==> src/rtl/fetch_pkg.sv <==
// Shared fetch constants and PC helpers for the instruction fetch unit.
package fetch_pkg;
    localparam int XLEN        = 32;
    localparam int INSTR_BYTES = 4;
    localparam logic [XLEN-1:0] RESET_PC_DEFAULT = 32'h0000_0000;

    function automatic logic [XLEN-1:0] word_align(input logic [XLEN-1:0] addr);
        return {addr[XLEN-1:2], 2'b00};
    endfunction

    // Sequential PC wraps naturally at 2^32.
    function automatic logic [XLEN-1:0] next_pc(input logic [XLEN-1:0] pc);
        return pc + 32'(INSTR_BYTES);
    endfunction
endpackage

==> src/rtl/fetch_queue.sv <==
// Synchronous instruction FIFO with flush; flush takes priority over push/pop.
module fetch_queue
    import fetch_pkg::*;
#(
    parameter int DEPTH = 2,
    localparam int PW = $clog2(DEPTH),
    localparam int CW = $clog2(DEPTH + 1)
) (
    input  logic            clk,
    input  logic            reset,
    input  logic            push,
    input  logic [XLEN-1:0] push_data,
    input  logic            pop,
    input  logic            flush,
    output logic [XLEN-1:0] head_data,
    output logic [CW-1:0]   count
);
    logic [XLEN-1:0] mem_r [DEPTH];
    logic [PW-1:0]   wr_ptr_r;
    logic [PW-1:0]   rd_ptr_r;
    logic [CW-1:0]   count_r;

    // Storage, pointers and occupancy update.
    always_ff @(posedge clk) begin
        if (!reset) begin
            for (int i = 0; i < DEPTH; i++) begin
                mem_r[i] <= 32'h0000_0000;
            end
            wr_ptr_r <= {PW{1'b0}};
            rd_ptr_r <= {PW{1'b0}};
            count_r  <= {CW{1'b0}};
        end else if (flush) begin
            wr_ptr_r <= {PW{1'b0}};
            rd_ptr_r <= {PW{1'b0}};
            count_r  <= {CW{1'b0}};
        end else begin
            if (push) begin
                mem_r[wr_ptr_r] <= push_data;
                wr_ptr_r        <= wr_ptr_r + PW'(1);
            end
            if (pop) begin
                rd_ptr_r <= rd_ptr_r + PW'(1);
            end
            count_r <= count_r + CW'(push) - CW'(pop);
        end
    end

    // Head and occupancy views.
    always_comb begin
        head_data = mem_r[rd_ptr_r];
        count     = count_r;
    end
endmodule

==> src/rtl/instr_fetch.sv <==
// Instruction fetch: credit-limited imem requests, in-order response buffering,
// redirect with flush and discard of stale in-flight responses.
module instr_fetch
    import fetch_pkg::*;
#(
    parameter logic [XLEN-1:0] RESET_PC = RESET_PC_DEFAULT,
    parameter int DEPTH = 2,
    localparam int CW = $clog2(DEPTH + 1)
) (
    input  logic            clk,
    input  logic            reset,
    input  logic            redirect_valid,
    input  logic [XLEN-1:0] redirect_pc,
    output logic            imem_req_valid,
    input  logic            imem_req_ready,
    output logic [XLEN-1:0] imem_req_addr,
    input  logic            imem_rsp_valid,
    input  logic [XLEN-1:0] imem_rsp_data,
    output logic            instr_valid,
    input  logic            instr_ready,
    output logic [XLEN-1:0] instr_data,
    output logic [XLEN-1:0] instr_pc
);
    logic [XLEN-1:0] fetch_pc_r;
    logic [XLEN-1:0] head_pc_r;
    logic [CW-1:0]   outstanding_r;
    logic [CW-1:0]   discard_cnt_r;

    logic [CW-1:0]   q_count_s;
    logic [XLEN-1:0] q_head_s;
    logic            pop_s;
    logic            push_s;
    logic            req_fire_s;
    logic [CW:0]     inflight_s;

    fetch_queue #(.DEPTH(DEPTH)) u_queue (
        .clk       (clk),
        .reset     (reset),
        .push      (push_s),
        .push_data (imem_rsp_data),
        .pop       (pop_s),
        .flush     (redirect_valid),
        .head_data (q_head_s),
        .count     (q_count_s)
    );

    // Handshake qualification and output views; outputs are held at reset values while reset is low.
    always_comb begin
        instr_valid    = reset & !redirect_valid & (q_count_s != {CW{1'b0}});
        pop_s          = instr_valid & instr_ready;
        // Slots freed by this cycle's pop may be reused immediately for a new request.
        inflight_s     = {1'b0, outstanding_r} + {1'b0, q_count_s} - {{CW{1'b0}}, pop_s};
        imem_req_valid = reset & !redirect_valid & (inflight_s < (CW+1)'(DEPTH));
        req_fire_s     = imem_req_valid & imem_req_ready;
        push_s         = imem_rsp_valid & !redirect_valid & (discard_cnt_r == {CW{1'b0}});
        if (reset) begin
            imem_req_addr = fetch_pc_r;
            instr_pc      = head_pc_r;
            instr_data    = q_head_s;
        end else begin
            imem_req_addr = RESET_PC;
            instr_pc      = RESET_PC;
            instr_data    = 32'h0000_0000;
        end
    end

    // PC tracking and in-flight / discard accounting.
    always_ff @(posedge clk) begin
        if (!reset) begin
            fetch_pc_r    <= RESET_PC;
            head_pc_r     <= RESET_PC;
            outstanding_r <= {CW{1'b0}};
            discard_cnt_r <= {CW{1'b0}};
        end else if (redirect_valid) begin
            fetch_pc_r    <= word_align(redirect_pc);
            head_pc_r     <= word_align(redirect_pc);
            // Everything still in flight after this cycle's response is stale.
            outstanding_r <= outstanding_r - CW'(imem_rsp_valid);
            discard_cnt_r <= outstanding_r - CW'(imem_rsp_valid);
        end else begin
            if (req_fire_s) begin
                fetch_pc_r <= next_pc(fetch_pc_r);
            end
            if (pop_s) begin
                head_pc_r <= next_pc(head_pc_r);
            end
            outstanding_r <= outstanding_r + CW'(req_fire_s) - CW'(imem_rsp_valid);
            if (imem_rsp_valid && (discard_cnt_r != {CW{1'b0}})) begin
                discard_cnt_r <= discard_cnt_r - CW'(1);
            end
        end
    end
endmodule

==> config.mk <==
export PLATFORM = sky130hd
export DESIGN_NAME = instr_fetch
export DESIGN_NICKNAME = d
export VERILOG_FILES = /design/src/rtl/fetch_pkg.sv /design/src/rtl/fetch_queue.sv /design/src/rtl/instr_fetch.sv
export SDC_FILE = /design/constraint.sdc
export NUM_CORES = 1
export LEC_CHECK = 0
export BUFFER_PORTS_ARGS = -buffer_cell sky130_fd_sc_hd__buf_2
export CAP_MARGIN = 20
export CELL_PAD_IN_SITES_DETAIL_PLACEMENT = 1
export CELL_PAD_IN_SITES_GLOBAL_PLACEMENT = 1
export CORE_AREA = 4 4 194 102
export DETAILED_ROUTE_END_ITERATION = 8
export DIE_AREA = 0 0 198 106
export GPL_TIMING_DRIVEN = 0
export PLACE_DENSITY_LB_ADDON = 0.1
export SLEW_MARGIN = 10
export SYNTH_ARGS = -nofsm -noshare
export SYNTH_HDL_FRONTEND = slang
export SYNTH_HIERARCHICAL = 1
export SYNTH_SLANG_ARGS = --single-unit
==> constraint.sdc <==
create_clock -name clk -period 5.2 [get_ports clk]
set_input_delay 0.78 -clock clk [delete_from_list [all_inputs] [get_ports clk]]
set_output_delay 0.78 -clock clk [all_outputs]
set_load 0.01 [all_outputs]
### Word level (Yosys, flattened, before mapping)

Memory sizes are Yosys's and may differ from the RTL's. A register that Yosys moved wholly into a read port is not among the register bits.
Cells that the tools add are included.

* bits in registers: 72
* output and inout bits: 98
* input bits: 70
* latch bits: 0
* ROM bits: 0
* memories kept: 1
* memory bits (writable): 64

* $add $sub $neg: 12
* bitwise gates (word level): 8
* shift-type cells: 0
* div/mod/pow operators: 0
* reduce and logical (&&, ||, !) cells: 10
* eq/ne operators: 0
* $mul: 0
* $lt $le $gt $ge: 1
* muxes and demuxes: 20

Memories
* u_queue.mem_r: depth 2, bits a word 32, rd ports 1, clocked after Yosys merged registers in 1, wr ports 2, RTL line fetch_queue.sv:18 `logic [XLEN-1:0] mem_r [DEPTH];`

Operators with widths (number)
* 32-bit 2-to-1 mux: 8
* 32-bit by 3-bit adder with 32-bit output, second input constant: 2
* 32-bit OR reduction: 1
* 2-bit nonzero test: 5
* 1-bit 2-to-1 mux: 9
* 1-bit AND: 7
* 2-bit 2-to-1 mux: 3
* 2-bit by 1-bit subtractor with 2-bit output: 3
* 2-bit by 1-bit adder with 2-bit output: 2
* 2-bit by 2-bit adder with 3-bit output: 1
* 3-bit by 2-bit less-than comparator with 1-bit output, second input constant: 1
* 3-bit by 1-bit subtractor with 3-bit output: 1
* 1-bit adder, second input constant: 2
* 2-bit zero test: 1
* 2-bit OR reduction: 1
* 2-bit by 1-bit subtractor with 2-bit output, second input constant: 1
* 1-bit logical AND: 1
* 1-bit zero test: 1
* 1-bit inverter: 1

### Longest topological paths before layout

* depth in word-level cells: 11
* mapped depth: 19

### Cells and area by module

Netlist, hierarchy kept.

Modules (own cells, without submodules)
* instr_fetch: times used 1, sequential area each 1281.2 um^2, area an instance 4390.5 um^2, cells an instance 576
* fetch_queue: times used 1, sequential area each 2021.9 um^2, area an instance 3094.2 um^2, cells an instance 202

### Worst setup path after synthesis

No wires, ideal clock.

* kind: input to register
* start: in redirect_valid
* end: mem u_queue.mem_r[0][0], enable pin
* stages on the path: 6
* required time: 4.734 ns
* arrival time: 4.188 ns
* setup slack: 0.547 ns
* setup time: 0.466 ns
* cell sequence: inv_1 -> clkbuf_1 -> buf_1 -> and3_1 -> or2b_1 -> o21ai_0

RTL lines
* start: declaration: RTL line instr_fetch.sv:12 `input logic redirect_valid,`
* end: declaration: RTL line fetch_queue.sv:18

### Worst setup path after layout

* start: in reset
* end: reg outstanding_r[1]

* longest elaborated chain between the ends: 10

RTL lines
* start: declaration: RTL line instr_fetch.sv:11 `input logic reset,`
* 1-bit AND (2 in a row): RTL line instr_fetch.sv:49 `instr_valid = reset & !redirect_valid & (q_count_s != {CW{1'b0}});`
* 1-bit AND: RTL line instr_fetch.sv:50 `pop_s = instr_valid & instr_ready;`
* named net pop_s: RTL line instr_fetch.sv:31 `logic pop_s;`
* 3-bit by 1-bit subtractor with 3-bit output: RTL line instr_fetch.sv:52 `inflight_s = {1'b0, outstanding_r} + {1'b0, q_count_s} - {{CW{1'b0}}, pop_s};`
* 3-bit by 2-bit less-than comparator with 1-bit output: RTL line instr_fetch.sv:53 `imem_req_valid = reset & !redirect_valid & (inflight_s < (CW+1)'(DEPTH));`
* 1-bit AND: RTL line instr_fetch.sv:53
* 1-bit AND: RTL line instr_fetch.sv:54 `req_fire_s = imem_req_valid & imem_req_ready;`
* 2-bit by 1-bit adder with 2-bit output: RTL line instr_fetch.sv:87 `outstanding_r <= outstanding_r + CW'(req_fire_s) - CW'(imem_rsp_valid);`
* 2-bit by 1-bit subtractor with 2-bit output: RTL line instr_fetch.sv:87
* 2-bit 2-to-1 mux: RTL line instr_fetch.sv:74 `end else if (redirect_valid) begin`
* end signal: assignment: RTL line instr_fetch.sv:72 `outstanding_r <= {CW{1'b0}};`
* end signal: assignment: RTL line instr_fetch.sv:78 `outstanding_r <= outstanding_r - CW'(imem_rsp_valid);`
* end signal: assignment: RTL line instr_fetch.sv:87
* end: declaration: RTL line instr_fetch.sv:26 `logic [CW-1:0] outstanding_r;`

The timed path passes the listed nets, and every way through them passes these cells.
A chain may end at the register's enable or synchronous reset.

==> impl_metrics.yaml <==
finish:
  final_cell_mix: "buf_2, and2_1, dfxtp_1, and3_1, edfxtp_1"
  nets: 1043
  final_common_cell: "buf_2"
  area_growth_pct: 23.9
  fillers: 2114
  drive_above_1_share_pct: 28.2
  fin_cells: 1215
  fin_util_pct: 51.4
  num_antenna_cells: 0
sta:
  worst_pin_slew_ns: 0.911
  report.final.slew_viol_count: 0
  period_minus_slack_ns: 4.64
  grt_setup_unrepaired: "false"
  slew_headroom_pct: 38.8
  max_freq_mhz: 215
  finalCritPeriodShare_pct: 89.3
  report.final.hold_viol_count: 0
  fin_hold_ws_ns: 0.537
  fin_skew_ns: 0.0106
  finalSetupViolCount: 0
critical_path:
  r2r_setup_slack_ns: 0.63
  slowest_delay_ns: 0.43
  crit_chain: "buf_2, buf_6, o211ai_1, nor2_1, ha_1, nand2b_1, fa_1, xor2_1, and4_1, buf_2, inv_2, buf_2, ha_1, inv_1, ha_1, xnor2_1, o21ai_0, xnor2_1, nor2_1"
  worstPathMaxFanout: 19
  timing.rr.end: "outstanding_r[1]$_SDFF_PN0_"
  start_kind: "input pin"
  crit_required_ns: 5.47
  endpoint_kind: "flop"
  r2r_start: "u_queue/count[1]$_SDFF_PP0_"
  worst-path-buf-inv: 6
  crit_type: "input pin to flop"
  slowest_stage: "nor2_1"
  critPathTopFamily: "adder cells"
  r2r_cells: 17
  arrival_ns: 4.91
drt:
  drc: 0
  vias_per_cell: 5.62
  drt_first_pass_iters: 5
  antenna_left: 0
  wl_per_cell_um: 22.5
  drtIter0Drc: 582
  routed_wirelength_mm: 27.4
  vias: 6829
floorplanning:
  rows: 35
  die_area_um2: 21000
  core_area_um2: 18000
  start_util_pct: 41.5
  dieHeight_um: 106
  ios: 168
  die_w_um: 198
worst_hold_path:
  holdPathEnd: "fetch_pc_r[3]$_SDFFE_PN0P_"
  min-delay-start: "fetch_pc_r[3]$_SDFFE_PN0P_"
  hp-class: "flop to flop"
  hold_depth: 2
synth:
  synth-seq-cells: 133
  ys_types: 66
  synth.avg_cell_area_um2: 9.62
  synthArstFlopShare_pct: 0
  netlist_instances: 778
  seq_area_frac_synth_pct: 44.1
  yosysWarnings: 6
  synth_ff_type: "dfxtp_1"
  synth-edff-count: 64
  netlist_area_um2: 7480
placement:
  io_buffers: 161
  dp_cells: 1184
  hpwl_mm: 21.0
  gp_congestion: 0.870
job:
  cap_violations: 0
global_route:
  antenna_found_initial: 2
  grt_use_met2_pct: 34.1
  grt_start_max_net_pins: 23
  busiest_layer: "met1"
  grt_usage_pct: 26.0
  use_met3_pct: 8.42
  grt_pass1_wl_mm: 41.4
  grt_overflow: 0
  grt_pass1_vias: 6903
  grtUsageMet1_pct: 40.8
cts:
  cts_hold_buf: 0
  insertion_delay_ns: 0.43
  cts_buffers: 17
  cts_setup_buffers: 0
  cts_tree: "done"
  root_buffer: "clkbuf_16"
  cts.sinks: 133
  ctsHtreeMaxLevel: 4
  path_clk_slew_ns: 0.06
  cts_resized: 0
  cts.path.max_buffers: 2
outcome:
  outcome: "finished, final reports clean"
pwr:
  ir_drop_mv: 0.242
  power.density_nw_per_um2: 306
  leakagePower_nw: 3.98
power breakdown:
part	total (mW)	switching, mW	internal (mW)
Clock	1.26	0.505	0.757
Combinational	0.366	0.219	0.146
Sequential	1.21	0.0573	1.16
Total	2.84	0.781	2.06
kinds of logic (layout without fill, tap and decap cells):
logic type	after synthesis	count (layout)	synth area share, %
AOI/OAI and AO/OA	136	136	11.0
adders and majority gates	11	11	1.94
buffers and inverters	75	269	5.55
DFF	133	133	44.1
other	1	4	0.0501
muxes	35	35	5.27
xor gates and xnor gates	39	39	4.75
and+or+nand+nor	348	348	27.3
layer usage:
layer	routed length [um]	share of wire, %
met1	14200	52
met3	2420	8.8
met5	28	0.10
met2	10600	39
met4	231	0.84
per-stage QoR:
| stage | worst slack (ns) | area, um2 | setup TNS, ns | total power, mW |
|---|---|---|---|---|
| floorplan | 0.547 | 7500 | 0 | 1.42 |
| global placement | -1.79 | 8600 | -108.55 | 1.58 |
| detailed placement | -0.157 | 8670 | -0.157 | 1.59 |
| CTS | 0.286 | 9280 | 0 | 2.85 |
| global route | 0.302 | 9270 | 0 | 2.94 |
| finish | 0.557 | 9270 | 0 | 2.84 |
synthesized netlist by cell type, drive strengths merged, types with 3 or more instances:
library cell	number	area, um2
nor4	8	56.3
nand2	52	195
nor2b	4	40.0
clkbuf	31	141
nor3	10	55.1
a21oi	43	215
o211ai	9	67.6
a21boi	4	30.0
inv	16	60.1
and3	71	453
dfxtp	69	1380
xnor2	21	184
and4	7	61.3
and2	95	599
nand4	20	131
buf	28	214
nand3	26	158
or2b	3	22.5
or4	8	60.1
nor2	31	116
o311ai	3	26.3
o31ai	5	37.5
ha	10	125
xor2	17	149
a211oi	6	45.0
a31oi	15	93.8
mux2	35	394
nand2b	3	18.8
edfxtp	64	1920
o21ai	38	190
or3	7	43.8
state kept, by name, indices dropped and copies added, names as in the netlist, named ones only:
register	cells
u_queue/mem_r	64
u_queue/count	2
head_pc_r	30
discard_cnt_r	2
u_queue/wr_ptr_r	1
u_queue/rd_ptr_r	1
fetch_pc_r	30
outstanding_r	2
worst max-delay path by stage:
stage / startpoint / end / slack, ns / depth (start not counted)
after floorplan: redirect_valid / u_queue/mem_r[0][0]$_SDFFCE_PN0P_ / 0.55 / 6
after global placement: redirect_valid / u_queue/mem_r[0][11]$_SDFFCE_PN0P_ / -1.79 / 7
after detailed placement: reset / outstanding_r[1]$_SDFF_PN0_ / -0.16 / 20
after CTS: reset / outstanding_r[1]$_SDFF_PN0_ / 0.29 / 20
after global routing: reset / outstanding_r[1]$_SDFF_PN0_ / 0.30 / 19
final: reset / outstanding_r[1]$_SDFF_PN0_ / 0.56 / 19
worst reg2reg max path: stages (launching register included):
cell and delay, ns:
dfxtp_1 0.40, o211ai_1 0.70, nor2_1 0.26, ha_1 0.34, nand2b_1 0.15, fa_1 0.38, xor2_1 0.22, and4_1 0.21
buf_2 0.25, inv_2 0.13, buf_2 0.29, ha_1 0.34, inv_1 0.04, ha_1 0.18, xnor2_1 0.12, o21ai_0 0.19
xnor2_1 0.14, nor2_1 0.06
cell type report:
class | instances | area [um2] | area share [%]
Buffer | 58 | 352 | 3.79
Clock buffer | 17 | 425 | 4.59
Clock inverter | 15 | 178 | 1.92
Inverter | 16 | 60.1 | 0.648
Multi-Input combinational cell | 573 | 3800 | 41.0
Sequential cell | 133 | 3300 | 35.6
Tap cell | 240 | 300 | 3.24
Timing Repair Buffer | 163 | 853 | 9.20
Power figures use the tool's default switching activity.
